`src/rtl/pc_unit_if.sv`:
```
// Fetch-side bundle for the program-counter unit: redirect/stall/halt inputs,
// imem handshake and the PC/history outputs consumed by later stages.
interface pc_unit_if #(
  parameter int unsigned XLEN       = 32,
  parameter int unsigned HIST_DEPTH = 2
);
  logic                       next_sel;
  logic                       branch_result;
  logic [XLEN-1:0]            next_address;
  logic                       trap_req;
  logic                       load;
  logic                       dmem_valid;
  logic                       halt;
  logic                       imem_ready;
  logic                       imem_valid;
  logic [XLEN-1:0]            address_out;
  logic [XLEN-1:0]            pre_address_pc;
  logic [XLEN*HIST_DEPTH-1:0] pc_hist;
  logic                       redirect_taken;
  logic                       misaligned;
  logic [1:0]                 state;

  // PC unit side
  modport master (
    input  next_sel, branch_result, next_address, trap_req, load,
           dmem_valid, halt, imem_ready,
    output imem_valid, address_out, pre_address_pc, pc_hist,
           redirect_taken, misaligned, state
  );

  // Core / memory side
  modport slave (
    output next_sel, branch_result, next_address, trap_req, load,
           dmem_valid, halt, imem_ready,
    input  imem_valid, address_out, pre_address_pc, pc_hist,
           redirect_taken, misaligned, state
  );
endinterface

```
`src/rtl/pc_unit.sv`:
```
// Program-counter unit for the RV32I fetch stage: sequential stepping with
// imem backpressure, prioritised redirects with misalignment trap, load stall,
// halt state and a shift-register history of previous PCs.
module pc_unit #(
  parameter int unsigned     XLEN         = 32,
  parameter logic [XLEN-1:0] RESET_VECTOR = '0,
  parameter logic [XLEN-1:0] TRAP_VECTOR  = XLEN'('h100),
  parameter int unsigned     STEP         = 4,
  parameter int unsigned     ALIGN_BITS   = 2,
  parameter int unsigned     HIST_DEPTH   = 2
) (
  input logic       clk,
  input logic       rst,
  pc_unit_if.master bus
);

  typedef enum logic [1:0] {
    BOOT = 2'd0,
    RUN  = 2'd1,
    HALT = 2'd2
  } state_e;

  localparam logic [XLEN-1:0] ALIGN_MASK = XLEN'((64'd1 << ALIGN_BITS) - 64'd1);
  localparam logic [XLEN-1:0] STEP_INC   = XLEN'(STEP);

  state_e          state_q, state_d;
  logic [XLEN-1:0] pc_q, pc_d;
  logic            redir_q, redir_d;
  logic            mis_q, mis_d;
  logic            shift;
  logic            stall;
  logic            jump;
  logic            aligned;
  logic [XLEN-1:0] hist_q [HIST_DEPTH];

  assign stall   = bus.load && !bus.dmem_valid;
  assign jump    = bus.next_sel || bus.branch_result;
  assign aligned = (bus.next_address & ALIGN_MASK) == '0;

  // Fetch request: only in RUN and not stalled on an outstanding load
  always_comb begin
    bus.imem_valid = (state_q == RUN) && !stall;
  end

  // Next-state / next-PC selection in priority order
  always_comb begin
    state_d = state_q;
    pc_d    = pc_q;
    redir_d = 1'b0;
    mis_d   = 1'b0;
    shift   = 1'b0;
    unique case (state_q)
      BOOT: begin
        state_d = RUN;
      end
      RUN: begin
        if (bus.trap_req) begin
          pc_d    = TRAP_VECTOR;
          redir_d = 1'b1;
          shift   = 1'b1;
        end else if (jump) begin
          // Redirects flush: they ignore both the stall and imem_ready
          pc_d    = aligned ? bus.next_address : TRAP_VECTOR;
          redir_d = 1'b1;
          mis_d   = !aligned;
          shift   = 1'b1;
        end else if (stall) begin
          pc_d = pc_q;
        end else if (bus.halt) begin
          state_d = HALT;
        end else if (bus.imem_ready) begin
          // imem_valid is implied here: RUN and no stall
          pc_d  = pc_q + STEP_INC;
          shift = 1'b1;
        end
      end
      HALT: begin
        // Trap wakes the unit; history is frozen while halted
        if (bus.trap_req) begin
          pc_d    = TRAP_VECTOR;
          redir_d = 1'b1;
          state_d = RUN;
        end else if (!bus.halt) begin
          state_d = RUN;
        end
      end
      default: begin
        state_d = BOOT;
      end
    endcase
  end

  // State, PC and registered event pulses
  always_ff @(posedge clk or posedge rst) begin
    if (rst) begin
      state_q <= BOOT;
      pc_q    <= RESET_VECTOR;
      redir_q <= 1'b0;
      mis_q   <= 1'b0;
    end else begin
      state_q <= state_d;
      pc_q    <= pc_d;
      redir_q <= redir_d;
      mis_q   <= mis_d;
    end
  end

  // History shift register, newest entry at index 0
  always_ff @(posedge clk or posedge rst) begin
    if (rst) begin
      for (int unsigned k = 0; k < HIST_DEPTH; k++) begin
        hist_q[k] <= '0;
      end
    end else if (shift) begin
      hist_q[0] <= pc_q;
      for (int unsigned k = 1; k < HIST_DEPTH; k++) begin
        hist_q[k] <= hist_q[k-1];
      end
    end
  end

  // Flatten history onto the output bus
  always_comb begin
    bus.pc_hist = '0;
    for (int unsigned k = 0; k < HIST_DEPTH; k++) begin
      bus.pc_hist[k*XLEN +: XLEN] = hist_q[k];
    end
  end

  assign bus.address_out    = pc_q;
  assign bus.pre_address_pc = hist_q[0];
  assign bus.redirect_taken = redir_q;
  assign bus.misaligned     = mis_q;
  assign bus.state          = state_q;

endmodule

```
`src/flat_wrapper.sv`:
```
// flat-port wrapper written by rule: the top's interface ports become plain ports
module pc_unit_flat 
#(
  parameter int unsigned     XLEN         = 32,
  parameter logic [XLEN-1:0] RESET_VECTOR = '0,
  parameter logic [XLEN-1:0] TRAP_VECTOR  = XLEN'('h100),
  parameter int unsigned     STEP         = 4,
  parameter int unsigned     ALIGN_BITS   = 2,
  parameter int unsigned     HIST_DEPTH   = 2
)
  (clk, rst, bus_next_sel, bus_branch_result, bus_next_address, bus_trap_req, bus_load, bus_dmem_valid, bus_halt, bus_imem_ready, bus_imem_valid, bus_address_out, bus_pre_address_pc, bus_pc_hist, bus_redirect_taken, bus_misaligned, bus_state);
  pc_unit_if #(.XLEN(XLEN), .HIST_DEPTH(HIST_DEPTH)) bus_i ();
  input logic clk;
  input logic rst;
  input wire logic [$bits(bus_i.next_sel)-1:0] bus_next_sel;
  input wire logic [$bits(bus_i.branch_result)-1:0] bus_branch_result;
  input wire logic [$bits(bus_i.next_address)-1:0] bus_next_address;
  input wire logic [$bits(bus_i.trap_req)-1:0] bus_trap_req;
  input wire logic [$bits(bus_i.load)-1:0] bus_load;
  input wire logic [$bits(bus_i.dmem_valid)-1:0] bus_dmem_valid;
  input wire logic [$bits(bus_i.halt)-1:0] bus_halt;
  input wire logic [$bits(bus_i.imem_ready)-1:0] bus_imem_ready;
  output wire logic [$bits(bus_i.imem_valid)-1:0] bus_imem_valid;
  output wire logic [$bits(bus_i.address_out)-1:0] bus_address_out;
  output wire logic [$bits(bus_i.pre_address_pc)-1:0] bus_pre_address_pc;
  output wire logic [$bits(bus_i.pc_hist)-1:0] bus_pc_hist;
  output wire logic [$bits(bus_i.redirect_taken)-1:0] bus_redirect_taken;
  output wire logic [$bits(bus_i.misaligned)-1:0] bus_misaligned;
  output wire logic [$bits(bus_i.state)-1:0] bus_state;
  assign bus_i.next_sel = bus_next_sel;
  assign bus_i.branch_result = bus_branch_result;
  assign bus_i.next_address = bus_next_address;
  assign bus_i.trap_req = bus_trap_req;
  assign bus_i.load = bus_load;
  assign bus_i.dmem_valid = bus_dmem_valid;
  assign bus_i.halt = bus_halt;
  assign bus_i.imem_ready = bus_imem_ready;
  assign bus_imem_valid = bus_i.imem_valid;
  assign bus_address_out = bus_i.address_out;
  assign bus_pre_address_pc = bus_i.pre_address_pc;
  assign bus_pc_hist = bus_i.pc_hist;
  assign bus_redirect_taken = bus_i.redirect_taken;
  assign bus_misaligned = bus_i.misaligned;
  assign bus_state = bus_i.state;
  pc_unit #(.XLEN(XLEN), .RESET_VECTOR(RESET_VECTOR), .TRAP_VECTOR(TRAP_VECTOR), .STEP(STEP), .ALIGN_BITS(ALIGN_BITS), .HIST_DEPTH(HIST_DEPTH)) u_core (.clk(clk), .rst(rst), .bus(bus_i));
endmodule
```
`config.mk`:
```
export PLATFORM = sky130hd
export DESIGN_NAME = pc_unit_flat
export DESIGN_NICKNAME = d
export VERILOG_FILES = /design/src/rtl/pc_unit_if.sv /design/src/rtl/pc_unit.sv /design/src/flat_wrapper.sv
export SDC_FILE = /design/constraint.sdc
export NUM_CORES = 1
export LEC_CHECK = 0
export BUFFER_PORTS_ARGS = -buffer_cell sky130_fd_sc_hd__buf_2
export CORE_ASPECT_RATIO = 0.75
export CORE_MARGIN = 4
export CORE_UTILIZATION = 45
export CTS_CLUSTER_DIAMETER = 200
export DETAILED_ROUTE_END_ITERATION = 6
export GPL_TIMING_DRIVEN = 0
export PLACE_DENSITY = 0.82
export SKIP_LAST_GASP = 1
export SYNTH_ARGS = -nofsm -noshare
export SYNTH_HDL_FRONTEND = slang
export SYNTH_SLANG_ARGS = --single-unit
export TNS_END_PERCENT = 20
```
`constraint.sdc`:
```
create_clock -name clk -period 4.2 [get_ports clk]
set_clock_uncertainty 0.05 [all_clocks]
set_input_delay 0.84 -clock clk [delete_from_list [all_inputs] [get_ports clk]]
set_output_delay 0.84 -clock clk [all_outputs]
set_load 0.02 [all_outputs]
```
## Yosys cells after proc, flatten, opt, wreduce, memory -nomap -nowiden

Cells that the tools add are included.

- Mux-type cells: 28
- Equal/unequal tests: 11
- Reductions and logical operators: 11
- Add/subtract/negate cells: 1

Operator list:

| cell | number |
|---|---|
| 32-bit two-way mux | 7 |
| 32-bit one-hot mux with 2 select lines | 1 |
| 32-bit by 3-bit adder with 32-bit output, second input constant | 1 |
| 32-bit logical NOT | 1 |
| 1-bit two-way mux | 12 |
| 2-bit two-way mux | 6 |
| 2-bit != test, second input constant | 5 |
| 5-bit AND reduction | 2 |
| 4-bit by 3-bit != test with 1-bit output, second input constant | 2 |
| 2-bit one-hot mux with 3 select lines | 1 |
| 4-bit != test, second input constant | 1 |
| 1-bit logical NOT | 3 |
| 3-bit != test, second input constant | 1 |
| 2-bit by 1-bit == test with 1-bit output, second input constant | 1 |
| 2-bit == test, second input constant | 1 |
| 1-bit logical AND | 2 |
| 2-bit logical NOT | 1 |
| 1-bit one-hot mux with 2 select lines | 1 |
| 2-bit nonzero test | 1 |
| 1-bit logical OR | 1 |

- Register bits: 100
- Output and inout port bits: 133
- Word-level logic and storage cells: 57
- Input bits: 41

## Longest topological paths before layout

Gate-level depths: netlist of the first run.

- Depth in word-level cells: 7
- Gate-level depth with buffers: 9
- Mapped depth without buffers: 7

## Least setup slack after synthesis of the first run

No wires, ideal clock.

- Path type: input -> register
- Start: input port bus_branch_result
- End: register u_core.hist_q (netlist bit u_core.bus.pc_hist[32])
- Data required time: 4.025 ns
- Slack: 1.816 ns
- Cell stages on the path: 6
- Data arrival time: 2.209 ns
- Setup time: 0.125 ns
- Buffers on the path: 3
- Path through: or2_1 > clkbuf_1 > o31ai_1 > buf_2 > buf_4 > mux2_2

- Cells in the longest elaborated chain, start to end: 4

RTL lines:

| item | RTL line | source |
|---|---|---|
| start: declaration | flat_wrapper.sv:16 | `input wire logic [$bits(bus_i.branch_result)-1:0] bus_branch_result;` |
| 1-bit logical OR | pc_unit.sv:37 | `assign jump = bus.next_sel \|\| bus.branch_result;` |
| 1-bit two-way mux | pc_unit.sv:61 | `end else if (jump) begin` |
| 1-bit two-way mux | pc_unit.sv:57 | `if (bus.trap_req) begin` |
| 1-bit two-way mux | pc_unit.sv:52 | `unique case (state_q)` |
| end signal: indexed assignment | pc_unit.sv:117 | `hist_q[k] <= hist_q[k-1];` |
| end: declaration | pc_unit.sv:34 | `logic [XLEN-1:0] hist_q [HIST_DEPTH];` |

No other way between the ends.
A chain may end at the register's enable or synchronous reset.

## Worst setup path after layout of the first run

- Start: register u_core.state_q[1], in the netlist u_core.bus.state[1]
- End: output port bus_imem_valid

- Cells in the longest elaborated chain, start to end: 2

RTL lines:

| item | RTL line | source |
|---|---|---|
| start: declaration | pc_unit.sv:26 | `state_e state_q, state_d;` |
| start signal: assignment | pc_unit.sv:101 | `state_q <= state_d;` |
| 2-bit by 1-bit == test with 1-bit output | pc_unit.sv:42 | `bus.imem_valid = (state_q == RUN) && !stall;` |
| 1-bit logical AND | pc_unit.sv:42 |  |
| end: declaration | flat_wrapper.sv:23 | `output wire logic [$bits(bus_i.imem_valid)-1:0] bus_imem_valid;` |

No other way between the ends.

==> metrics.txt, run 1 <==
status=complete, no violations; Core Area=0.0105 mm^2; ANT cells=0; post-placement cell area=0.00604 mm^2; FF+latch count, synth=100; Initial Util=0.473; GRT Residual Overflow=0; Fin. Hold Viols=0; CTS tree=built; Num Clock Sinks=100; commonest cells after routing, fill and taps aside=179 x buf_2, 100 x dfrtp_1, 54 x mux2_2; H-tree Lvls=3; CP Data Required Time=3310 ps; Die W=129 um; largest net degree at the start of global routing=52; Crit Path Class=reg -> out; postcts setup bufs=0; EDFF count, synth=0; Final GP Congestion=around 0.9; vias in the first global route=between 4000 and 5000; GR Util met3=0.0617; ratio of final minimum period to clock period=0.612; Max-slew headroom=0.463; post-CTS sizing=0; LEAKAGE=3.38 nW; die area=0.0128 mm^2; number of port buffers=172; antenna viol nets, final=0; Final min period=2570 ps; clock root buffer=clkbuf_16; Multi-input gate area=0.00206 mm^2; Syn Nets=518; IO Pins=approximately 170; M1 GR Usage=0.319; vias after detailed routing=around 4500; HPWL after DPL=11000 um; CTS Buffer Depth=2; CTS Hold Bufs=0; design area=0.00641 mm^2; Critical Path Fanout Max=8; post-synth cell types=50; ys async rst share=1.00; storage element area=0.00250 mm^2; GR Util All Layers=0.231; crit path capture type=primary output; CTS Buf Count=9; Mapped Area=roughly 0.0050 mm^2; Worst Path Arrival=1680 ps; vias per cell=5.63; dpl ws=roughly 1400 ps; maxcap violations=0; peak supply drop=0.000464 V; Pins Over Slew Limit=0; maximum clock frequency=389 MHz; Mapped Cells=~470; worst min-delay path class=reg -> reg; Synth warnings=0; # setup viols final=0; Startpoint Class=flip-flop; WL per Instance=18.3 um; post-route DRC violation count=0; drt first pass iters=6; fin worst setup slack=1630 ps; clock-pin slew on the worst setup and hold paths=60 ps; final core utilization=0.609; power density cells=763 mW/mm^2; Area Growth Syn to Fin=28.8%; met2 Usage GRT=0.357; GR peak layer=met2; RSZ-0062 raised after global routing=false; FILL cells=about 860; FP Rows=32; top_reg_cell synth=dfrtp_1; Mapped Avg Cell Area=10.5 um^2; worst slew pin tran=799 ps; most common cell after layout, fill and taps aside=buf_2; Seq/Total Area, Yosys=0.502; initial antenna violation count=0; first-pass GRT wire length=roughly 23000 um; nets=702; worst skew pair latency=350 ps; DRT iter0 DRCs=about 360; DRT Wirelength=between 10000 and 15000 um; proportion of layout cells with a drive suffix above 1=0.446; Die Span Y=99.1 um
[synth_stat cells, types with 5 or more instances]
cell,n,area share
a21oi_1,14,0.014
a22oi_1,8,0.012
buf_2,7,0.0070
buf_4,36,0.054
clkbuf_1,13,0.0098
dfrtp_1,100,0.50
inv_1,18,0.014
mux2_2,54,0.12
nand2_1,48,0.036
nand3_1,22,0.022
nand4_1,9,0.011
nor2_1,18,0.014
nor3_1,14,0.014
o211ai_1,7,0.011
o21ai_0,34,0.034
o31a_1,5,0.0088
[power by group]
part           total, mW  internal (mW)  leakage (nW)  switching, mW
combinational       2.28          0.882          1.83           1.40
sequential          1.59           1.29          1.37          0.300
clock               1.02          0.660         0.183          0.361
total               4.89           2.84          3.38           2.06
[layout make-up]
| type | count | area share |
|---|---|---|
| clock buffer | 10 | 0.0373 |
| buffer | 56 | 0.0552 |
| sequential | 100 | 0.390 |
| timing repair buffer | 173 | 0.138 |
| multi-input combinational | 299 | 0.321 |
| tap | 136 | 0.0265 |
| clock inverter | 6 | 0.0209 |
| inverter | 18 | 0.0109 |
[critical path: stages (launching register included)]
cell	delay (ps)
dfrtp_1	420
inv_1	90
ha_1	130
clkbuf_1	280
inv_1	130
nor2_1	110
buf_2	170
[logic make-up (layout without fill, tap and decap cells)]
kind of cell,after synthesis,in the layout,share of synthesized area
adder cells (fa/ha/maj),4,4,0.0100
AO/OA/AOI/OAI,96,96,0.124
buffers and inverters,74,263,0.0847
multiplexers,56,56,0.126
flip-flops,100,100,0.502
XOR/XNOR,3,3,0.00528
AND/OR/NAND/NOR,140,140,0.148
[registers in the layout, summed over array words and instances (netlist names)]
register,count
u_core.bus.redirect_taken,1
u_core.bus.pre_address_pc,32
u_core.bus.pc_hist,32
u_core.bus.misaligned,1
u_core.bus.address_out,32
u_core.bus.state,2
[final timing paths]
path                                   startpoint                         end  slack (ps)  cells past startpoint
setup / recovery              u_core.bus.state[1]              bus_imem_valid        1630                      6
hold / removal             u_core.bus.pc_hist[53]      u_core.bus.pc_hist[53]         450                      1
setup reg to reg              u_core.bus.state[0]  u_core.bus.address_out[31]        1710                      8
hold reg to reg            u_core.bus.pc_hist[53]      u_core.bus.pc_hist[53]         450                      1
max in group asynchronous                     rst  u_core.bus.address_out[18]        2880                      3
min in group asynchronous                     rst      u_core.bus.pc_hist[33]         550                      2
[through the flow]
stage          total power, mW  TNS (ps)  hold WS, ps  std cells
2_1_floorplan             3.08         0          563        473
3_3_place_gp              3.81    -39330          431        781
3_5_place_dp              3.89         0          440        782
4_1_cts                   4.92         0          454        798
5_1_grt                   5.17         0          462        798
6_report                  4.89         0          448        798
[layer usage]
layer / vias up / part of all wire
li1: 2041 / -
met1: 2178 / 0.42
met2: 242 / 0.46
met3: 29 / 0.10
met4: 0 / 0.017
met5: - / 0
No activity file was read; power rests on OpenSTA's default activity.
==> run 2: changes to the inputs <==
==> constraint.sdc (replaced) <==
create_clock -name clk -period 2.5 [get_ports clk]
set_clock_uncertainty 0.05 [all_clocks]
set_input_delay 0.5 -clock clk [delete_from_list [all_inputs] [get_ports clk]]
set_output_delay 0.5 -clock clk [all_outputs]
set_load 0.02 [all_outputs]
==> metrics.txt, run 2 (same netlist as run 1, synthesis figures left out) <==
WL per Instance=18.1 um (-0.83%); Final GP Congestion=0.887 (-1.7%); RSZ-0062 raised after global routing=true; CTS tree=built; proportion of layout cells with a drive suffix above 1=0.451 (+0.00536); Finished Layout Cells=799 (+0.13%); maximum clock frequency=406 MHz; commonest cells after routing, fill and taps aside=179 x buf_2, 100 x dfrtp_1, 54 x mux2_2; sw power=3.43 mW (+67%); slowest CP cell=dfrtp_1; cell internal pwr=4.56 mW (+61%); power density cells=1250 mW/mm^2 (+64%); Power, Total=7.99 mW (+63%); Final TNS setup=0 ps (unchanged); IO Pins=174 (unchanged); CP Data Required Time=2670 ps (-640 ps); post-placement cell area=0.00606 mm^2 (+0.23%); GRT Residual Overflow=0 (unchanged); vias after detailed routing=4435 (-1.2%); Worst Path Arrival=2640 ps (+960 ps); Startpoint Class=flip-flop; peak supply drop=0.000612 V (+32%); die area=0.0128 mm^2 (unchanged); nets=703 (+0.14%); Critical Path Fanout Max=10 (+2); clock-pin slew on the worst setup and hold paths=70 ps (about the same); sequential power share=0.334 (+0.008); placed cells=783 (+0.13%); vias per cell=5.55 (-1.3%); worst slew pin tran=808 ps (+9.71 ps); Fin. Hold Viols=0 (unchanged); worst path cell trace=inv_1 > ha_1 > clkbuf_1 > o21a_1 > buf_2 > or2_1 > buf_2 > o21bai_1 > a211o_1; Area Growth Syn to Fin=28.2%; Max-slew headroom=0.457 (-0.00653); maxcap violations=0 (unchanged); FP Rows=32 (unchanged); clock root buffer=clkbuf_16; FF-to-FF Start=u_core.bus.state[1]; vias in the first global route=4319 (-2.5%); Comb pwr share=0.477 (+0.011); crit-path most repeated cell=buf_2; Initial Util=0.473 (unchanged); status=complete, no violations; Num Clock Sinks=100 (unchanged); initial antenna violation count=0 (unchanged); first-pass GRT wire length=22900 um (-2.4%); GR Util All Layers=0.226 (-0.00450); post-route DRC violation count=0 (unchanged); ratio of final minimum period to clock period=0.985; postcts setup bufs=0 (unchanged); ANT cells=0 (unchanged); CTS Buffer Depth=2 (unchanged); Fin Hold WS=112 ps (-335 ps); DRT iter0 DRCs=352 (-1.7%); Pins Over Slew Limit=0 (unchanged); DRT Wirelength=14500 um (-0.71%); number of port buffers=172 (unchanged); H-tree Lvls=3 (unchanged); CTS Buf Count=9 (unchanged); crit path capture type=flip-flop; slowest stage delay, CP=410 ps (about the same); Die Span Y=99.1 um (unchanged); Sw Share=0.429 (+0.00835); worst skew pair latency=340 ps (about the same); most common cell after layout, fill and taps aside=buf_2; Final min period=2460 ps; drt first pass iters=5 (-1); # setup viols final=0 (unchanged); Core Area=0.0105 mm^2 (unchanged); design area=0.00639 mm^2 (-0.45%); LEAKAGE=3.36 nW (-0.62%); FILL cells=912 (+5.7%); antenna viol nets, final=0 (unchanged); largest net degree at the start of global routing=43 (-17%); Critical Path Source=u_core.bus.state[1]; Die W=129 um (unchanged); Clk pwr share=0.188 (-0.021); HPWL after DPL=11000 um (+0.60%); worst min-delay path class=in -> async; Crit Path Class=reg -> reg
## run 2: cell types whose count changed in the layout (fill, tap and decap cells not counted), moves of 2 or more
cell	change
clkbuf_1	-3
clkinvlp_4	+4
clkbuf_2	+3
bufinv_16	-2
buf_12	+2
## run 2: stage by stage
stage	util	worst slack, ps
floorplan	-	318
global placement	0.571	9.94
detailed placement	0.575	-2.16
CTS	0.606	77.1
global route	0.606	-93.0
finish	0.606	37.0
## run 2: power by group through the flow
stage | combinational [mW] | clock (mW) | sequential, mW
finish | 3.82 | 1.51 | 2.67
floorplan | 1.87 | 0 | 3.31
CTS | 3.85 | 1.53 | 2.67
global route | 4.11 | 1.61 | 2.76
global placement | 3.76 | 0 | 2.65
detailed placement | 3.84 | 0 | 2.70
## run 2: path summary, 6_finish.rpt
| kind | end | slack, ps | depth (start not counted) |
|---|---|---|---|
| min | u_core.bus.pc_hist[33] | 110 | 2 |
| max in group asynchronous | u_core.bus.address_out[24] | 1740 | 3 |
| max | u_core.bus.address_out[16] | 40 | 9 |
| min reg2reg | u_core.bus.pc_hist[45] | 450 | 1 |
| max reg2reg | u_core.bus.address_out[16] | 40 | 9 |
| min in group clk | u_core.bus.address_out[30] | 330 | 3 |
## run 2: layer usage
metal / track usage / part of all wire / up-vias
li1: - / - / 2042
met1: 0.320 / 0.43 / 2135
met2: 0.346 / 0.46 / 234
met3: 0.0666 / 0.099 / 24
met4: 0.0551 / 0.011 / 0
met5: 0 / 0 / -
## run 2: timing repair
action / 4_1_cts / 5_1_grt
hold buffers: 0 / 0
gates resized for setup: 0 / 6
setup endpoints to repair: 0 / 21
## run 2: worst max-delay path, delay by kind of cell (launching register included)
family	cells	cell delay [ps]
AO/OA/AOI/OAI	3	600
adder cells (fa/ha/maj)	1	140
flip-flops	1	410
AND/OR/NAND/NOR	1	270
buffers and inverters	4	880
## run 2: layout make-up
cell class                 instances  area [um^2]  share of cell area
multi-input combinational        299         2060               0.322
buffer                            56          358              0.0560
inverter                          18         71.3              0.0112
tap                              136          170              0.0266
clock inverter                     6         87.6              0.0137
sequential                       100         2500               0.392
clock buffer                      10          239              0.0374
timing repair buffer             174          901               0.141
